### src/rtl/oled_screen_sequencer.sv
// Frame-synchronous menu/board screen sequencer with left-to-right column wipes.
// Optional board border: compile with OLED_SEQ_BORDER_EN defined.
module oled_screen_sequencer #(
    parameter int          WIDTH      = 96,
    parameter int          HEIGHT     = 64,
    parameter int          WIPE_STEP  = 8,
    parameter logic [15:0] BORDER_COL = 16'hF800
) (
    input  logic        clock,
    input  logic        resetn,
    input  logic        frame_begin,
    input  logic [12:0] pixel_index,
    input  logic        start_req,
    input  logic [15:0] menu_data,
    input  logic [15:0] board_data,
    output logic [15:0] pixel_data,
    output logic [1:0]  screen_state,
    output logic        board_active,
    output logic        busy,
    output logic        transition_done
);

    typedef enum logic [1:0] {
        S_MENU     = 2'd0,
        S_WIPE_IN  = 2'd1,
        S_BOARD    = 2'd2,
        S_WIPE_OUT = 2'd3
    } state_e;

    localparam logic [12:0] NPIX   = 13'(WIDTH * HEIGHT);
    localparam logic [12:0] W13    = 13'(WIDTH);
    localparam logic [7:0]  STEP8  = 8'(WIPE_STEP);
    localparam logic [7:0]  WIDTH8 = 8'(WIDTH);

    state_e      state_q, state_d;
    logic [6:0]  wipe_col_q, wipe_col_d;
    logic [15:0] pixel_q, pixel_d;
    logic        done_q, done_d;

    logic [7:0]  wipe_sum;
    logic        wipe_last;
    logic [12:0] x;
    logic        in_range;
    logic        revealed;
    logic        border_hit;

    // 8-bit sum keeps the end-of-wipe compare free of 7-bit wrap
    assign wipe_sum  = {1'b0, wipe_col_q} + STEP8;
    assign wipe_last = (wipe_sum >= WIDTH8);

    assign x        = pixel_index % W13;
    assign in_range = (pixel_index < NPIX);
    assign revealed = (x < {6'd0, wipe_col_q});

`ifdef OLED_SEQ_BORDER_EN
    localparam logic [12:0] XMAX     = 13'(WIDTH - 1);
    localparam logic [12:0] LAST_ROW = 13'((HEIGHT - 1) * WIDTH);

    assign border_hit = (x == 13'd0) || (x == XMAX) ||
                        (pixel_index < W13) ||
                        (pixel_index >= LAST_ROW);
`else
    assign border_hit = 1'b0;
`endif

    always_comb begin
        state_d    = state_q;
        wipe_col_d = wipe_col_q;
        done_d     = 1'b0;
        if (frame_begin) begin
            unique case (state_q)
                S_MENU: begin
                    if (start_req) begin
                        state_d    = S_WIPE_IN;
                        wipe_col_d = '0;
                    end
                end
                S_BOARD: begin
                    if (!start_req) begin
                        state_d    = S_WIPE_OUT;
                        wipe_col_d = '0;
                    end
                end
                S_WIPE_IN, S_WIPE_OUT: begin
                    if (wipe_last) begin
                        state_d    = (state_q == S_WIPE_IN) ? S_BOARD : S_MENU;
                        wipe_col_d = '0;
                        done_d     = 1'b1;
                    end else begin
                        wipe_col_d = wipe_sum[6:0];
                    end
                end
                default: state_d = S_MENU;
            endcase
        end
    end

    // Pixel mux always looks at the pre-edge state
    always_comb begin
        pixel_d = '0;
        if (in_range) begin
            unique case (state_q)
                S_MENU:     pixel_d = menu_data;
                S_BOARD:    pixel_d = border_hit ? BORDER_COL : board_data;
                S_WIPE_IN:  pixel_d = revealed ? board_data : menu_data;
                S_WIPE_OUT: pixel_d = revealed ? menu_data : board_data;
                default:    pixel_d = '0;
            endcase
        end
    end

    always_ff @(posedge clock or negedge resetn) begin
        if (!resetn) begin
            state_q    <= S_MENU;
            wipe_col_q <= '0;
            pixel_q    <= '0;
            done_q     <= 1'b0;
        end else begin
            state_q    <= state_d;
            wipe_col_q <= wipe_col_d;
            pixel_q    <= pixel_d;
            done_q     <= done_d;
        end
    end

    assign pixel_data      = pixel_q;
    assign screen_state    = state_q;
    assign board_active    = (state_q == S_BOARD);
    assign busy            = (state_q == S_WIPE_IN) || (state_q == S_WIPE_OUT);
    assign transition_done = done_q;

endmodule
### config.mk
export PLATFORM = sky130hd
export DESIGN_NAME = oled_screen_sequencer
export DESIGN_NICKNAME = d
export VERILOG_FILES = /design/src/rtl/oled_screen_sequencer.sv
export SDC_FILE = /design/constraint.sdc
export NUM_CORES = 1
export LEC_CHECK = 0
export ABC_AREA = 0
export BUFFER_PORTS_ARGS = -buffer_cell sky130_fd_sc_hd__buf_4
export CAP_MARGIN = 40
export CORE_ASPECT_RATIO = 0.75
export CORE_UTILIZATION = 50
export DETAILED_ROUTE_END_ITERATION = 8
export MAX_ROUTING_LAYER = met4
export PLACE_DENSITY = 0.81
export SETUP_SLACK_MARGIN = 0.3
export SYNTH_ARGS = -nofsm -noshare
export SYNTH_HDL_FRONTEND = slang
export SYNTH_SLANG_ARGS = --single-unit
### constraint.sdc
create_clock -name clock -period 3.8 [get_ports clock]
set_input_delay 0.19 -clock clock [delete_from_list [all_inputs] [get_ports clock]]
set_output_delay 0.19 -clock clock [all_outputs]
set_load 0.05 [all_outputs]
==> summary.txt, run 1 <==
first-pass GRT wire length: 9750 microns
Syn Nets: 326
vias in the first global route: 2079
status: finished, final reports clean
Post-Syn Area: 2260 sq um
slowest stage delay, CP: 0.53 ns
Crit path required time: 3.95 ns
most used flip-flop cell after synthesis: dfrtp_1
Pwr per Cell Area: 718 nW/um^2
critical path depth: 14
reg2reg path depth: 6
die width: 79.6 microns
Warnings, synthesis: 0
die area: 4800 sq um
Worst Hold Class: input pin to flop
clock sink count: 23
TritonRoute pass-1 iters: 4
final worst path period share: 0.859
Mean Syn Cell Area: 8.43 sq um
share of cells above drive strength 1: 0.346
Max-slew headroom: 0.489
number of diodes: 0
Max Cap Viol: 0
WL/cell: 15.7 microns
EDFF count, synth: 0
kind of critical path: input pin to flop
Worst-path clk slew: 0.09 ns
WL met2: 2930 microns
crit path launch type: input pin
most common cell after layout, fill and taps aside: buf_4
ordered list of cells on the worst path: buf_4 > or3b_1 > a21oi_1 > a221oi_1 > o211a_1 > or4_1 > o311ai_1 > ha_1 > a21oi_1 > nand2_1 > buf_4 > mux2_2 > a221oi_1 > a21oi_1
largest net degree at the start of global routing: 33
initial antenna violation count: 0
RePlAce Congestion: 0.873
final hold violations: 0
Area contributors post-synth: dfrtp_1 (25%), mux2_2 (17%), a221oi_1 (6.6%)
grt total ovfl: 0
Distinct cells, synth: 54
Post-synth ARST share: 1.00
Clock Latency Late Sink: 0.28 ns
Ports: 70
P_leak: 1.20 nW
drt total wl: 5870 microns
Worst EP arrival: 3.41 ns
cell repeated most along the worst path: a21oi_1
Via Count: 2204
DPL Wire Length: 4230 microns
Post-Syn Instances: 268
RSZ-0062 raised after global routing: false
measured slew at the worst slew-check pin: 0.766 ns
starting density of the core: 0.541
highest metal used: met4
area leader, netlist: dfrtp_1
initial DRC count: 178
Total GRT Usage: 0.269
Setup TNS: 0 ns
Port-buffer cells: 66
CTS max path bufs: 2
hold depth: 2
H-tree Lvls: 1
setup bufs post-CTS: 0
crit end category: flop
setup violators final: 0
Layout Utilization: 0.666
IR drop worst, VDD: 0.840 mV
FF+latch count, synth: 23
Final ANT Viol Nets: 0
Max stage delay cell, worst path: or4_1
Post-CTS Resized: 0
M1 wire length: 2610 microns
CTS tree: done
Syn-to-layout area delta: 23.1%
Placeable Area: 4180 sq um
Die Span Y: 60.2 microns
Fmax: 0.306 GHz
Clock Skews: 0.00920 ns
crit path time final: 3.26 ns
CP max FO: 32
drt drc: 0
sequential share of the synthesized area: 0.255
Layout Nets: 377
Crit path max-delay family: compound AO/OA/AOI/OAI gates
met3 WL: 300 microns
final slew viol count: 0
clock root cell: clkbuf_8
Num CTS Buffers: 3
row count: 20
most frequent cells in the layout: buf_4 (68), mux2_2 (34), nand2_1 (28)
Yosys top cell area share: 0.255
Buf/Inv on CP: 2
vias per inst: 5.91
[cells by family after synthesis]
| kind of cell | after synthesis | synth area share |
|---|---|---|
| AO/OA/AOI/OAI | 87 | 0.249 |
| AND/OR/NAND/NOR | 76 | 0.186 |
| multiplexers | 36 | 0.178 |
| buffers and inverters | 33 | 0.0670 |
| flip-flops | 23 | 0.255 |
| adder cells (fa/ha/maj) | 9 | 0.0498 |
| XOR/XNOR | 4 | 0.0155 |
[flip-flops by register name, summed over array words and instances (netlist names)]
| register | flops |
|---|---|
| screen_state | 2 |
| wipe_col_q | 4 |
| pixel_data | 16 |
| transition_done | 1 |
[final timing paths]
check | to | slack (ns) | start
worst max-delay path | pixel_data[7] | 0.54 | pixel_index[11]
worst min-delay path | transition_done | 0.19 | frame_begin
worst max register to register | screen_state[1] | 1.02 | screen_state[0]
worst min register to register | wipe_col_q[5] | 0.54 | wipe_col_q[5]
max in group asynchronous | pixel_data[9] | 3.21 | resetn
min in group asynchronous | pixel_data[5] | 0.35 | resetn
[repair_timing]
item | CTS | global route
endpoints found under the setup margin | 0 | 0
hold buffers | 1 | 0
endpoints found under the hold margin | 23 | 0
[per-stage QoR]
stage | total power [mW] | instance area, sq um | std cells | setup WS, ns | hold slack (ns)
2_1_floorplan | 1.47 | 2260 | 268 | 0.593 | -0.106
3_3_place_gp | 1.79 | 2730 | 368 | 0.428 | 0.105
3_5_place_dp | 1.83 | 2730 | 368 | 0.283 | 0.112
4_1_cts | 2.00 | 2780 | 373 | 0.575 | 0.174
5_1_grt | 2.14 | 2780 | 373 | 0.318 | 0.197
6_report | 2.00 | 2780 | 373 | 0.537 | 0.186
[final cells by class]
cell class	instances	area (sq um)
fill	360	1400
tap	55	68.8
multi-input combinational	212	1530
clock inverter	1	5.00
inverter	10	37.5
timing repair buffer	69	520
clock buffer	3	41.3
sequential	23	576
[synth_stat cells, types with 3 or more instances]
cell       n
mux2_2    34
nand2_1   28
o21ai_0   25
dfrtp_1   23
a21oi_1   20
a221oi_1  17
clkbuf_1  13
ha_1       9
inv_1      9
nor2_1     8
nor2b_1    7
nand2b_1   5
buf_2      4
nor3_1     4
o22ai_1    4
and2_1     3
buf_1      3
buf_6      3
nand3b_1   3
o211ai_1   3
xnor2_1    3
[per-layer routing]
layer  global-route usage  vias up
met5                    -        -
met3               0.0382        2
li1                     -     1094
met1                0.352     1041
met2                0.447       67
met4               0.0519        0
[power breakdown]
part / switching (mW) / internal [mW]
combinational: 0.889 / 0.543
clock: 0.0865 / 0.0735
sequential: 0.0555 / 0.349
Note: power is estimated with default switching activity, not from simulation.
==> run 2: changes to the inputs <==
Settings changed: CORE_ASPECT_RATIO 0.75 to unset, CORE_MARGIN set to 3.
==> run 2 against run 1 <==
Net effect:
- flip-flop and latch count is the same
- utilization fell by 0.080 points
- global-route usage decreased by 5.3 points
- total power shrank 0.89%
- combinational power about the same
- register-to-register slack about the same
- clock power barely moved
==> summary.txt, run 2 (synthesized netlist as in run 1, its figures left out) <==
status: finished, final reports clean
Fmax: 0.312 GHz
placed insts: 363
Worst EP arrival: 3.36 ns
first-pass GRT wire length: 9150 microns
number of diodes: 0
kind of critical path: input pin to flop
TritonRoute pass-1 iters: 6
H-tree Lvls: 1
vias in the first global route: 2028
Final ANT Viol Nets: 0
IR drop worst, VDD: 0.728 mV
CTS tree: done
die width: 73.2 microns
crit path launch type: input pin
Port-buffer cells: 66
drt drc: 0
worst hold margin: 0.179 ns
Syn-to-layout area delta: 22.8%
ordered list of cells on the worst path: buf_4 > or3b_1 > a21oi_1 > a221oi_1 > o211a_1 > or4_1 > o311ai_1 > ha_1 > a21oi_1 > nand2_1 > buf_4 > mux2_2 > a221oi_1 > a21oi_1
initial antenna violation count: 0
max FFs per register: 16
Crit path required time: 3.95 ns
Num CTS Buffers: 3
Max Cap Viol: 0
share of cells above drive strength 1: 0.343
Post-CTS Resized: 0
cell repeated most along the worst path: a21oi_1
slowest stage delay, CP: 0.54 ns
Pwr per Cell Area: 713 nW/um^2
final slew viol count: 0
WL/cell: 15.2 microns
initial DRC count: 219
setup violators final: 0
placed instance area: 2720 sq um
RePlAce Congestion: 0.885
CTS max path bufs: 2
largest net degree at the start of global routing: 33
Ports: 70
P_leak: 1.20 nW
most frequent cells in the layout: buf_4 (68), mux2_2 (34), nand2_1 (28)
row count: 23
final hold violations: 0
Placeable Area: 4170 sq um
crit end category: flop
Total GRT Usage: 0.216
vias per inst: 6.08
clock sink count: 23
crit path time final: 3.20 ns
Clock Latency Late Sink: 0.27 ns
CP max FO: 32
most common cell after layout, fill and taps aside: buf_4
clock root cell: clkbuf_8
grt total ovfl: 0
Pwr Total: 1.98 mW
drt total wl: 5600 microns
measured slew at the worst slew-check pin: 0.717 ns
Max stage delay cell, worst path: or4_1
post-route cell area: 2770 sq um
Die Span Y: 73.2 microns
final worst path period share: 0.843
final cell count without fillers: 368
number of fillers in the final layout: 356
Worst Hold Class: input pin to flop
Via Count: 2236
die area: 5360 sq um
Setup TNS: 0 ns
Clock Skews: 0.00545 ns
Max-slew headroom: 0.522
RSZ-0062 raised after global routing: false
Worst-path clk slew: 0.09 ns
starting density of the core: 0.542
Layout Nets: 377
DPL Wire Length: 4010 microns
[run 2: metrics by stage]
stage / setup WS (ns) / utilization
3_3_place_gp: 0.417 / 0.652
2_1_floorplan: 0.593 / -
5_1_grt: 0.376 / 0.665
4_1_cts: 0.616 / 0.665
6_report: 0.597 / 0.665
3_5_place_dp: 0.333 / 0.652
[run 2: timing repair]
action,in CTS,in global routing
setup buffers,0,0
hold buffers,1,0
hold endpoints to repair,23,0
[run 2: final timing paths]
check                                        to       startpoint  cells after the start  slack, ns
worst max-delay path              pixel_data[8]  pixel_index[11]                     14       0.60
worst min-delay path            transition_done      frame_begin                      2       0.18
worst max register to register  screen_state[1]  screen_state[0]                      6       1.03
worst min register to register    wipe_col_q[5]    wipe_col_q[5]                      1       0.55
max in group asynchronous         wipe_col_q[3]           resetn                      2       3.22
min in group asynchronous         pixel_data[9]           resetn                      2       0.34
[run 2: cell type report]
cell class / count / area (sq um) / area share
multi-input cells: 212 / 1530 / 0.553
flip-flops and latches: 23 / 576 / 0.207
repair buffers: 69 / 520 / 0.188
well taps: 50 / 62.6 / 0.0226
clock buffers: 4 / 45.0 / 0.0162
inverters: 10 / 37.5 / 0.0135
[run 2: where the power goes]
part / internal [mW] / total, mW / switching, mW
clock: 0.0750 / 0.157 / 0.0823
sequential: 0.349 / 0.403 / 0.0539
combinational: 0.543 / 1.42 / 0.875
[run 2: worst max-delay path: cells and delay by family]
family          cells  cell delay [ns]
simple gates        3             0.98
buf+inv             2             0.56
mux                 1             0.39
fa+ha+maj           1             0.20
compound gates      7             1.03
[run 2: metal layers]
metal	routed length, microns	part of all wire	vias up	GRT usage
li1	-	-	1097	-
met1	2490	0.45	1067	0.276
met2	2760	0.49	66	0.361
met3	292	0.052	6	0.0358
met4	53	0.0095	0	0.0410
met5	0	0	-	-
==> run 3: changes to the inputs <==
Settings changed: ABC_AREA 0 to 1, CORE_UTILIZATION 50 to 45, PLACE_DENSITY 0.81 to 0.79.
Clock period 3.8 ns to 2.6 ns, I/O delays scaled along.
==> run 3 against run 2 <==
Net effect:
- the flow now finishes with violations (setup timing)
- global-route usage increased by 0.40 points
- wire length up 1.1%
- sequential power rose by 47%
- via count is 1.9% lower
- flip-flop and latch count stayed put
- synthesized area fell by 14%
- combinational power rose by 77%
- critical path depth grew 10
- critical path type unchanged
- critical endpoint is now pixel_data[0]
==> summary.txt, run 3 <==
Crit path max-delay family: simple AND/OR/NAND/NOR gates
register share of total power: 0.177
Max stage delay cell, worst path: ha_4
XOR/XNOR Fraction of Synth Area: 0.00902
most common cell after layout, fill and taps aside: buf_4
Fmax: 0.373 GHz
drt drc: 0
Syn Nets: 342
ordered list of cells on the worst path: buf_12 > inv_16 > nand2_4 > nand2_2 > nand4_1 > nand3_2 > nand2_1 > nand2_1 > nand2_2 > o21ai_1 > nand2_2 > o22ai_2 > nand2_2 > o21ai_2 > nand2_1 > inv_2 > ha_4 > o211ai_1 > nand2_4 > buf_12 > o211ai_1 > nand2_1 > o221ai_1 > inv_1
RSZ-0062 raised after global routing: true
Int Pwr: 1.58 mW
CP startpoint: pixel_index[11]
sequential share of the synthesized area: 0.296
initial DRC count: 159
Mean Syn Cell Area: 6.84 sq um
Port-buffer cells: 66
crit path launch type: input pin
Area contributors post-synth: dfrtp_1 (30%), inv_1 (9.9%), nand2_1 (9.9%)
slowest stage delay, CP: 0.21 ns
row count: 23
Max-slew headroom: 0.556
final worst-path setup slack: -0.0789 ns
die area: 5140 sq um
WL/cell: 14.1 microns
Total GRT Usage: 0.220
worst slack, placed: -0.357 ns
Final ANT Viol Nets: 0
mux contribution to synthesized area: 0
Post-Syn Instances: 284
HP Start: frame_begin
vias per inst: 5.47
final slew viol count: 0
Warnings, synthesis: 0
Layout Utilization: 0.706
Clock Skews: 0.00521 ns
final hold violations: 0
Clock power frac: 0.068
clock root cell: clkbuf_8
Clock Latency Late Sink: 0.26 ns
Worst EP arrival: 2.83 ns
Die Span Y: 71.7 microns
failing checks: setup timing
Pwr per Cell Area: 1150 nW/um^2
share of cells above drive strength 1: 0.370
CP endpoint: pixel_data[0]
worst r2r src: wipe_col_q[3]
Placeable Area: 4090 sq um
reg2reg path depth: 10
Worst Hold Class: input pin to flop
CP max FO: 11
grt total ovfl: 0
switching share of power: 0.526
Synth Area in Compound Gates: 0.323
Simple-Gate Fraction of Synth Area: 0.175
Comb pwr share: 0.755
starting density of the core: 0.475
most frequent cells in the layout: buf_4 (69), inv_1 (45), nand2_1 (44)
initial antenna violation count: 0
net load switching power: 1.75 mW
setup violators final: 16
Buf/Inv on CP: 5
Max Cap Viol: 0
Distinct cells, synth: 25
RePlAce Congestion: 0.851
final worst path period share: 1.03
area leader, netlist: dfrtp_1
Setup TNS: -0.768 ns
combinational family with the most area after synthesis: compound AO/OA/AOI/OAI gates
P_leak: 1.52 nW
vias in the first global route: 2015
status: finished with violations
most used flip-flop cell after synthesis: dfrtp_1
die width: 71.7 microns
Layout Nets: 410
Crit path required time: 2.75 ns
crit path time final: 2.68 ns
worst r2r dst: pixel_data[0]
clock sink count: 23
H-tree Lvls: 1
Yosys top cell area share: 0.296
drt total wl: 5660 microns
crit end category: flop
R2R Setup Slk: 0.47 ns
CTS max path bufs: 2
Post-synth ARST share: 1.00
Commonest cells post-synth: inv_1 (51), nand2_1 (51), a21oi_1 (38), dfrtp_1 (23), o21ai_0 (22)
FF+latch count, synth: 23
Post-Syn Area: 1940 sq um
largest net degree at the start of global routing: 24
Num CTS Buffers: 3
Worst-path clk slew: 0.09 ns
IR drop worst, VDD: 0.610 mV
Syn-to-layout area delta: 48.6%
TritonRoute pass-1 iters: 4
first-pass GRT wire length: 9030 microns
Via Count: 2194
max FFs per register: 16
measured slew at the worst slew-check pin: 0.664 ns
EDFF count, synth: 0
critical path depth: 24
kind of critical path: input pin to flop
Post-Synth Adder-Cell Area: 0.0580
DPL Wire Length: 3850 microns
CTS tree: done
number of diodes: 0
number of fillers in the final layout: 321
Ports: 70
-- run 3: cell families (layout without fill, tap and decap cells) --
group,Yosys count,in the layout
buffers and inverters,71,138
adders and majority gates,9,9
DFF,23,23
and+or+nand+nor,78,78
xor gates and xnor gates,2,2
AOI/OAI and AO/OA,101,101
-- run 3: power groups by stage --
stage | Sequential (mW) | Clock, mW | Combinational (mW)
CTS | 0.593 | 0.233 | 2.33
global route | 0.605 | 0.245 | 2.73
global placement | 0.598 | 0 | 2.16
finish | 0.591 | 0.226 | 2.51
floorplan | 1.05 | 0 | 1.16
detailed placement | 0.599 | 0 | 2.19
-- run 3: tightest hold or removal path, cell delays in order --
cell     delay, ns
buf_4         0.11
nand2_1       0.05
nor2_1        0.03
-- run 3: what timing repair did --
action / 4_1_cts / 5_1_grt
gates cloned: 1 / 1
pin swaps: 17 / 4
buffers inserted: 3 / 0
hold endpoints to repair: 23 / 0
hold buffers: 1 / 0
resized for setup: 18 / 25
setup endpoints to repair: 16 / 17
-- run 3: layout make-up --
| class | instances | area (sq um) | area share |
|---|---|---|---|
| Sequential cell | 23 | 577 | 0.200 |
| Inverter | 54 | 229 | 0.0793 |
| Tap cell | 50 | 62.6 | 0.0217 |
| Multi-Input combinational cell | 190 | 1270 | 0.439 |
| Timing Repair Buffer | 80 | 706 | 0.244 |
| Clock buffer | 4 | 45.0 | 0.0156 |
-- run 3: through the flow --
| stage | area (sq um) | total power, mW | hold slack (ns) | std cells |
|---|---|---|---|---|
| global route | 2890 | 3.58 | 0.116 | 401 |
| floorplan | 2040 | 2.21 | -0.166 | 284 |
| finish | 2890 | 3.33 | 0.0968 | 401 |
| global placement | 2570 | 2.76 | 0.0479 | 391 |
| detailed placement | 2570 | 2.79 | 0.0483 | 391 |
| CTS | 2760 | 3.16 | 0.0969 | 400 |
-- run 3: worst min path at each step --
stage,end,slack [ns],depth (start not counted)
floorplan,pixel_data[0],-0.17,0
CTS,transition_done,0.1,3
global placement,pixel_data[5],0.05,1
global route,transition_done,0.12,3
detailed placement,pixel_data[3],0.05,1
finish,transition_done,0.1,3
-- run 3: routing by layer --
layer	track usage	up-vias	routed length, microns
met2	0.352	75	2780
met5	-	-	0
li1	-	1103	-
met4	0.0626	0	76
met1	0.292	1007	2440
met3	0.0295	9	365
